`src/rtl/accel_pkg.sv`:
```
// Shared constants and types for the accelerator result-drain path.
// Holds the default geometry, the drain FSM state encoding and a tile-count clamp helper.
package accel_pkg;

    localparam int DATA_W     = 32;
    localparam int ADDR_W     = 7;
    localparam int TILE_ELEMS = 16;
    localparam int MAX_TILES  = 8;
    localparam int FIFO_DEPTH = 4;

    typedef enum logic [1:0] {
        IDLE  = 2'd0,
        ISSUE = 2'd1,
        FLUSH = 2'd2,
        DONE  = 2'd3
    } drain_state_t;

    // Limit a requested tile count to what the output memory can hold.
    function automatic logic [3:0] clamp_tiles(input logic [3:0] req, input logic [3:0] max_tiles);
        logic [3:0] n_s;
        if (req > max_tiles) begin
            n_s = max_tiles;
        end else begin
            n_s = req;
        end
        return n_s;
    endfunction

endpackage

```
`src/rtl/drain_fifo.sv`:
```
// Synchronous first-word-fall-through FIFO used as the drain output skid buffer.
// Head entry is visible on rdata whenever empty is low; push and pop may coincide when full.
module drain_fifo #(
    parameter int WIDTH = 41,
    parameter int DEPTH = 4
) (
    input  logic                       clk,
    input  logic                       rst,
    input  logic                       push,
    input  logic [WIDTH-1:0]           wdata,
    input  logic                       pop,
    output logic [WIDTH-1:0]           rdata,
    output logic [$clog2(DEPTH):0]     count,
    output logic                       full,
    output logic                       empty
);

    localparam int AW = $clog2(DEPTH);
    localparam int CW = AW + 1;

    logic [WIDTH-1:0] mem_r [DEPTH];
    logic [AW-1:0]    wr_ptr_r;
    logic [AW-1:0]    rd_ptr_r;
    logic [CW-1:0]    count_r;
    logic             wr_en_s;
    logic             rd_en_s;

    assign empty   = (count_r == {CW{1'b0}});
    assign full    = (count_r == CW'(DEPTH));
    assign count   = count_r;
    assign rdata   = mem_r[rd_ptr_r];
    assign rd_en_s = pop && !empty;
    assign wr_en_s = push && (!full || rd_en_s);

    // Storage, pointers and occupancy; storage is cleared so the head reads zero after reset.
    always_ff @(posedge clk) begin
        if (!rst) begin
            for (int i = 0; i < DEPTH; i++) begin
                mem_r[i] <= {WIDTH{1'b0}};
            end
            wr_ptr_r <= {AW{1'b0}};
            rd_ptr_r <= {AW{1'b0}};
            count_r  <= {CW{1'b0}};
        end else begin
            if (wr_en_s) begin
                mem_r[wr_ptr_r] <= wdata;
                wr_ptr_r        <= wr_ptr_r + AW'(1);
            end
            if (rd_en_s) begin
                rd_ptr_r <= rd_ptr_r + AW'(1);
            end
            case ({wr_en_s, rd_en_s})
                2'b10:   count_r <= count_r + CW'(1);
                2'b01:   count_r <= count_r - CW'(1);
                default: count_r <= count_r;
            endcase
        end
    end

endmodule

```
`src/rtl/result_drain.sv`:
```
// Reads num_tiles x TILE_ELEMS words from the output memory's registered read port and
// streams them out on a valid/ready interface tagged with index, tile-end and last markers.
module result_drain #(
    parameter int DATA_W     = accel_pkg::DATA_W,
    parameter int ADDR_W     = accel_pkg::ADDR_W,
    parameter int TILE_ELEMS = accel_pkg::TILE_ELEMS,
    parameter int MAX_TILES  = accel_pkg::MAX_TILES,
    parameter int FIFO_DEPTH = accel_pkg::FIFO_DEPTH
) (
    input  logic              clk,
    input  logic              rst,
    input  logic              start,
    input  logic [3:0]        num_tiles,
    output logic [ADDR_W-1:0] addrO,
    output logic              renO,
    input  logic [DATA_W-1:0] dataO,
    output logic              m_valid,
    input  logic              m_ready,
    output logic [DATA_W-1:0] m_data,
    output logic [ADDR_W-1:0] m_index,
    output logic              m_tile_end,
    output logic              m_last,
    output logic              busy,
    output logic              done
);

    localparam int PTR_W = ADDR_W + 1;
    localparam int FW    = DATA_W + ADDR_W + 2;
    localparam int CW    = $clog2(FIFO_DEPTH) + 1;
    localparam int SUM_W = CW + 1;
    localparam int TE_W  = $clog2(TILE_ELEMS);

    accel_pkg::drain_state_t state_r;

    logic [PTR_W-1:0]  rd_ptr_r;
    logic [PTR_W-1:0]  total_r;
    logic [ADDR_W-1:0] addr_r;
    logic              ren_r;
    logic              busy_r;
    logic              done_r;
    logic              rvalid_r;
    logic [ADDR_W-1:0] ridx_r;

    logic [3:0]        n_s;
    logic [PTR_W-1:0]  total_s;
    logic              credit_s;
    logic              tile_end_s;
    logic              last_s;
    logic              pop_s;
    logic [FW-1:0]     push_data_s;
    logic [FW-1:0]     head_s;
    logic [CW-1:0]     fifo_count_s;
    logic              fifo_full_s;
    logic              fifo_empty_s;

    // Run length and issue credit. Credit counts the read being issued now and the one
    // returning now, since the registered renO means both land before the decision is seen.
    always_comb begin
        n_s        = accel_pkg::clamp_tiles(num_tiles, 4'(MAX_TILES));
        total_s    = PTR_W'(n_s) * PTR_W'(TILE_ELEMS);
        credit_s   = !fifo_full_s &&
                     ((SUM_W'(fifo_count_s) + SUM_W'(rvalid_r) + SUM_W'(ren_r) + SUM_W'(1))
                      <= SUM_W'(FIFO_DEPTH));
        tile_end_s = &ridx_r[TE_W-1:0];
        last_s     = ({1'b0, ridx_r} == (total_r - PTR_W'(1)));
        push_data_s = {dataO, ridx_r, tile_end_s, last_s};
        pop_s      = !fifo_empty_s && m_ready;
    end

    // Drain FSM: issues reads under credit, then waits for the final beat to leave.
    always_ff @(posedge clk) begin
        if (!rst) begin
            state_r  <= accel_pkg::IDLE;
            rd_ptr_r <= {PTR_W{1'b0}};
            total_r  <= {PTR_W{1'b0}};
            addr_r   <= {ADDR_W{1'b0}};
            ren_r    <= 1'b0;
            busy_r   <= 1'b0;
            done_r   <= 1'b0;
        end else begin
            ren_r  <= 1'b0;
            done_r <= 1'b0;
            case (state_r)
                accel_pkg::IDLE: begin
                    if (start) begin
                        total_r <= total_s;
                        if (n_s != 4'd0) begin
                            busy_r   <= 1'b1;
                            ren_r    <= 1'b1;
                            addr_r   <= {ADDR_W{1'b0}};
                            rd_ptr_r <= PTR_W'(1);
                            state_r  <= accel_pkg::ISSUE;
                        end else begin
                            done_r  <= 1'b1;
                            state_r <= accel_pkg::DONE;
                        end
                    end else begin
                        state_r <= accel_pkg::IDLE;
                    end
                end
                accel_pkg::ISSUE: begin
                    if (rd_ptr_r == total_r) begin
                        state_r <= accel_pkg::FLUSH;
                    end else if (credit_s) begin
                        ren_r    <= 1'b1;
                        addr_r   <= rd_ptr_r[ADDR_W-1:0];
                        rd_ptr_r <= rd_ptr_r + PTR_W'(1);
                    end else begin
                        ren_r <= 1'b0;
                    end
                end
                accel_pkg::FLUSH: begin
                    if (pop_s && head_s[0]) begin
                        done_r  <= 1'b1;
                        busy_r  <= 1'b0;
                        state_r <= accel_pkg::DONE;
                    end else begin
                        state_r <= accel_pkg::FLUSH;
                    end
                end
                accel_pkg::DONE: begin
                    state_r <= accel_pkg::IDLE;
                end
                default: begin
                    state_r <= accel_pkg::IDLE;
                end
            endcase
        end
    end

    // Read-return tracking: marks which address's data appears on dataO this cycle.
    always_ff @(posedge clk) begin
        if (!rst) begin
            rvalid_r <= 1'b0;
            ridx_r   <= {ADDR_W{1'b0}};
        end else begin
            rvalid_r <= ren_r;
            ridx_r   <= addr_r;
        end
    end

    drain_fifo #(
        .WIDTH (FW),
        .DEPTH (FIFO_DEPTH)
    ) u_fifo (
        .clk   (clk),
        .rst   (rst),
        .push  (rvalid_r),
        .wdata (push_data_s),
        .pop   (pop_s),
        .rdata (head_s),
        .count (fifo_count_s),
        .full  (fifo_full_s),
        .empty (fifo_empty_s)
    );

    assign addrO      = addr_r;
    assign renO       = ren_r;
    assign busy       = busy_r;
    assign done       = done_r;
    assign m_valid    = !fifo_empty_s;
    assign m_data     = head_s[FW-1 -: DATA_W];
    assign m_index    = head_s[ADDR_W+1:2];
    assign m_tile_end = head_s[1];
    assign m_last     = head_s[0];

endmodule

```
`config.mk`:
```
export PLATFORM = sky130hd
export DESIGN_NAME = result_drain
export DESIGN_NICKNAME = d
export VERILOG_FILES = /design/src/rtl/accel_pkg.sv /design/src/rtl/drain_fifo.sv /design/src/rtl/result_drain.sv
export SDC_FILE = /design/constraint.sdc
export NUM_CORES = 1
export LEC_CHECK = 0
export ABC_AREA = 1
export CORE_MARGIN = 2
export CORE_UTILIZATION = 40
export CTS_BUF_LIST = sky130_fd_sc_hd__clkbuf_4 sky130_fd_sc_hd__clkbuf_8
export DETAILED_ROUTE_END_ITERATION = 10
export SLEW_MARGIN = 5
export SYNTH_ARGS = -nofsm -noshare
export SYNTH_HDL_FRONTEND = slang
export SYNTH_HIERARCHICAL = 1
export SYNTH_SLANG_ARGS = --single-unit
```
`constraint.sdc`:
```
create_clock -name clk -period 12.2 [get_ports clk]
set_clock_uncertainty 0.1 [all_clocks]
set_input_delay 2.44 -clock clk [delete_from_list [all_inputs] [get_ports clk]]
set_output_delay 2.44 -clock clk [all_outputs]
set_load 0.05 [all_outputs]
```
==> results.json, run 1 <==
{
  "status": "finished, final reports clean",
  "grt_pass1_wl_um": 35600,
  "viasPerCell": 4.88,
  "synth-seq-cells": 205,
  "r2r_cells": 11,
  "synth_flop_cell": "edfxtp_1",
  "clk_latency_ps": 510,
  "hold_viol": 0,
  "fp.dieArea_mm2": 0.0249,
  "dp_hpwl_um": 12500,
  "die_y_um": 158,
  "antenna_left": 0,
  "areaGrowthSynthToFinish_pct": 19.9,
  "post_cts_buffers": 0,
  "numCtsBuffers": 38,
  "min_period_over_period_pct": 50.5,
  "grt_pass1_vias": 6934,
  "whs_ps": 352,
  "num_vias": 6853,
  "crit_path_end_kind": "output port",
  "ctsRootBufferMaster": "clkbuf_8",
  "ys_warn_count": 6,
  "grt_max_degree": 84,
  "start_util_pct": 40.5,
  "arrival_ps": 3620,
  "grt_usage_pct": 18.3,
  "gp_congestion": 0.787,
  "layout_common_cells": "nor2_1 (209), edfxtp_1 (164), inv_1 (125)",
  "drtIter0Drc": 431,
  "synth_cells": 969,
  "n_antenna_cell": 0,
  "io_buffer_count": 91,
  "startpoint_type": "flop",
  "synthArstFlopShare_pct": 0,
  "crit_type": "reg -> out",
  "cts_tree": "yes",
  "synth_edf_count": 164,
  "die_x_um": 158,
  "relSlewSlack_pct": 30.1,
  "pin_count": 92,
  "nets": 1109,
  "nFillCells": 2230,
  "setup_violations": 0,
  "synth_top_area_share_pct": 52.1,
  "syn_area_mm2": 0.00946,
  "worstMarginPinSlew_ps": 1050,
  "p_leak_nw": 4.19,
  "hp-class": "reg -> reg",
  "cts.hold.buffers_added": 0,
  "critPathRequiredTime_ps": 9660,
  "ir_worst_vdd_mv": 0.0833,
  "synth_nets": 1020,
  "wirelength_um": 22100,
  "crit_path_max_fanout": 83,
  "clock.fmax_mhz": 162,
  "cts.path.max_buffers": 3,
  "cts_resized": 0,
  "p_per_area_mw_per_mm2": 156,
  "drc": 0,
  "ys_seq_area_share_pct": 60.8,
  "drv_cap": 0,
  "rows": 56,
  "syn_avg_cell_area_um2": 9.76,
  "post-route-min-period_ps": 6160,
  "tns_ps": 0,
  "core_region_area_mm2": 0.0233,
  "htree_levels": 2,
  "dr.pass1.iters": 5,
  "synth_area_leaders": "edfxtp_1 (52%), dfxtp_1 (8.7%), nor2_1 (8.3%)",
  "grt_overflow": 0,
  "slew_violations": 0,
  "clock-sinks": 205,
  "rsz0062_at_grt": "false",
  "antenna_found_initial": 0,
  "drive_above_1_share_pct": 12.0,
  "ys_types": 40,
  "wire_per_inst_um": 15.7,
  "final_common_cell": "nor2_1",
  "min_path_cells": 2,
  "clkTransAtPathRegs_ps": 60,
  "yosys.area.top_type": "edfxtp_1"
}
## cells in the mapped netlist (all sizes together), types with 6 or more instances
cell and instances:
inv 134, o21ai 101, nand3 23, xor2 6, a21oi 16, dfxtp 41, buf 14, nand2 81
nor2 239, ha 9, nor3 42, o22ai 41, edfxtp 164, clkbuf 39
## through the flow
step | instance area, µm² | std cells | power (mW) | worst slack [ps] | utilization [%]
3_5_place_dp | 10600 | 1337 | 1.16 | 5940 | 45.5
5_1_grt | 11300 | 1405 | 1.85 | 5780 | 48.6
3_3_place_gp | 10600 | 1337 | 1.16 | 5970 | 45.5
4_1_cts | 11300 | 1405 | 1.79 | 5990 | 48.6
2_1_floorplan | 9460 | 969 | 1.06 | 5620 | -
6_report | 11300 | 1405 | 1.77 | 6040 | 48.6
## flip-flops by register name, indices dropped and copies added, names as in the netlist, named ones only
| signal | flops |
|---|---|
| u_fifo/rd_ptr_r | 2 |
| ridx_r | 7 |
| u_fifo/count | 3 |
| renO | 1 |
| state_r | 2 |
| total_r | 4 |
| u_fifo/wr_ptr_r | 2 |
| u_fifo/mem_r | 164 |
| addrO | 7 |
| busy | 1 |
| done | 1 |
| rvalid_r | 1 |
| rd_ptr_r | 8 |
## per-layer routing
layer | up-vias | GRT usage [%] | wire length [µm]
met3 | 40 | 3.31 | 1350
met2 | 206 | 31.3 | 10400
li1 | 3406 | - | -
met5 | - | 0 | 0
met4 | 0 | 5.54 | 432
met1 | 3201 | 23.8 | 9830
## critical path, stage by stage (launching register included)
cell             delay (ps)
dfxtp_2                 300
buf_4                   370
inv_2                   660
buf_4                   500
o21ai_0                 140
o22ai_1                 240
clkdlybuf4s50_1         860
## logic make-up (layout without fill, tap and decap cells)
logic type	count (synthesis)	after routing	share of synthesized area, %
AOI/OAI and AO/OA	166	166	9.90
xor gates and xnor gates	9	9	0.834
adders and majority gates	11	11	1.61
buffers and inverters	189	306	8.38
DFF	205	205	60.8
and+or+nand+nor	389	389	18.5
## power by group
part | leakage, nW | internal [mW] | total (mW) | switching [mW]
Clock | 0.367 | 0.343 | 0.622 | 0.279
Sequential | 2.03 | 0.795 | 0.813 | 0.0183
Combinational | 1.79 | 0.0985 | 0.331 | 0.233
## layout make-up
class	count	area, µm²	share of cell area [%]
sequential	205	5750	50.7
multi-input combinational	575	2970	26.2
inverter	136	510	4.50
timing repair buffer	102	993	8.77
tap	319	399	3.52
clock inverter	21	120	1.06
clock buffer	47	597	5.27
## path summary, 6_finish.rpt
check / startpoint / to / slack [ps]
worst min-delay path: renO / rvalid_r / 350
worst max register to register: u_fifo/count[2] / u_fifo/mem_r[0][40] / 8200
worst max-delay path: flop / m_data[3] / 6040
worst min register to register: renO / rvalid_r / 350
Power figures use the tool's default switching activity.
==> inputs of run 2 (changes only) <==
clock period = 5.2 ns   (was 12.2 ns; I/O delays follow)
==> results.json, run 2 (same netlist as run 1, synthesis figures left out) <==
{
  "instances_no_fill": 1405,
  "hold_viol": 0,
  "cts.path.max_buffers": 3,
  "startpoint_type": "flop",
  "areaGrowthSynthToFinish_pct": 20.2,
  "post_cts_buffers": 0,
  "cpMaxStageDelayCell": "clkdlybuf4s50_1",
  "arrival_ps": 3340,
  "final_common_cell": "nor2_1",
  "n_antenna_cell": 0,
  "largest_reg_flops": 164,
  "antenna_found_initial": 0,
  "drtIter0Drc": 337,
  "cp_num_buf_inv": 3,
  "tns_ps": 0,
  "drv_cap": 0,
  "relSlewSlack_pct": 22.2,
  "regMostFlops": "u_fifo/mem_r",
  "antenna_left": 0,
  "crit_path_cell_trace": "inv_2 > buf_4 > o21ai_0 > o22ai_1 > clkdlybuf4s50_1",
  "p_per_area_mw_per_mm2": 368,
  "grt_usage_pct": 17.9,
  "io_buffer_count": 91,
  "cpLargestDelayFamily": "buffers and inverters",
  "grt_pass1_vias": 6678,
  "dr.pass1.iters": 5,
  "viasPerCell": 4.85,
  "clock-sinks": 205,
  "num_vias": 6820,
  "rsz0062_at_grt": "false",
  "slew_violations": 0,
  "cts_resized": 0,
  "grt_max_degree": 51,
  "clock.fmax_mhz": 223,
  "dp_cells": 1339,
  "crit_path_max_fanout": 50,
  "worstMarginPinSlew_ps": 1170,
  "dpl_cell_area_mm2": 0.0106,
  "wire_per_inst_um": 15.5,
  "post-route-min-period_ps": 4480,
  "min_period_over_period_pct": 86.1,
  "dp_hpwl_um": 12100,
  "core_region_area_mm2": 0.0233,
  "clk_latency_ps": 510,
  "die_y_um": 158,
  "final_util_pct": 48.7,
  "start_util_pct": 40.5,
  "crit_path_max_incr_delay_ps": 870,
  "rows": 56,
  "gp_congestion": 0.778,
  "layout_common_cells": "nor2_1 (209), edfxtp_1 (164), inv_1 (125)",
  "htree_levels": 2,
  "grt_overflow": 0,
  "cts.hold.buffers_added": 0,
  "critPathRequiredTime_ps": 4060,
  "final_area_mm2": 0.0114,
  "setup_violations": 0,
  "drc": 0,
  "fp.dieArea_mm2": 0.0249,
  "wirelength_um": 21700,
  "hp-class": "reg -> reg",
  "status": "finished, final reports clean",
  "pin_count": 92,
  "grt_pass1_wl_um": 34500,
  "nFillCells": 2207,
  "clkTransAtPathRegs_ps": 60,
  "p_leak_nw": 4.22,
  "cts_tree": "yes",
  "ctsRootBufferMaster": "clkbuf_8",
  "nets": 1110,
  "die_x_um": 158,
  "reg_top3": "u_fifo/mem_r (164), rd_ptr_r (8)",
  "ir_worst_vdd_mv": 0.244,
  "whs_ps": 349,
  "drive_above_1_share_pct": 12.5,
  "crit_path_end_kind": "output port",
  "crit_type": "reg -> out",
  "numCtsBuffers": 37
}
-- run 2: area by class of cell --
cell class,count,area (µm²),share of cell area (%)
Clock buffer,46,583,5.13
Clock inverter,20,153,1.34
Inverter,136,510,4.49
Multi-Input combinational cell,575,2970,26.1
Sequential cell,205,5750,50.6
Tap cell,319,399,3.51
Timing Repair Buffer,104,1010,8.87
-- run 2: layer usage --
metal | share of wire, % | GRT usage [%] | wire (µm)
met5 | 0 | 0 | 0
met4 | 1.5 | 5.24 | 326
met3 | 6.2 | 3.12 | 1350
met2 | 47 | 29.1 | 10300
met1 | 45 | 24.6 | 9770
-- run 2: worst paths after layout --
| check | start | end | slack, ps | cells past startpoint |
|---|---|---|---|---|
| hold / removal | addrO[3] | ridx_r[3] | 350 | 2 |
| hold reg to reg | addrO[3] | ridx_r[3] | 350 | 2 |
| setup reg to reg | u_fifo/wr_ptr_r[1] | u_fifo/mem_r[2][19] | 2010 | 6 |
| setup / recovery | flop | m_data[12] | 720 | 5 |
-- run 2: tightest hold or removal path: cells and delay by family (launching register included) --
kind / cells / cell delay, ps
flops: 1 / 310
simple gates: 1 / 50
buf+inv: 1 / 40
-- run 2: through the flow --
stage                     setup slack [ps]  total power [mW]
after CTS                              675              4.23
final                                  724              4.18
after floorplan                       20.9              2.49
after detailed placement              1220              2.72
after global routing                   449              4.38
after global placement                1220              2.72
-- run 2: power breakdown --
part           internal [mW]  total, mW  switching, mW
sequential              1.86       1.91         0.0487
combinational          0.232      0.771          0.539
clock                  0.846       1.50          0.651
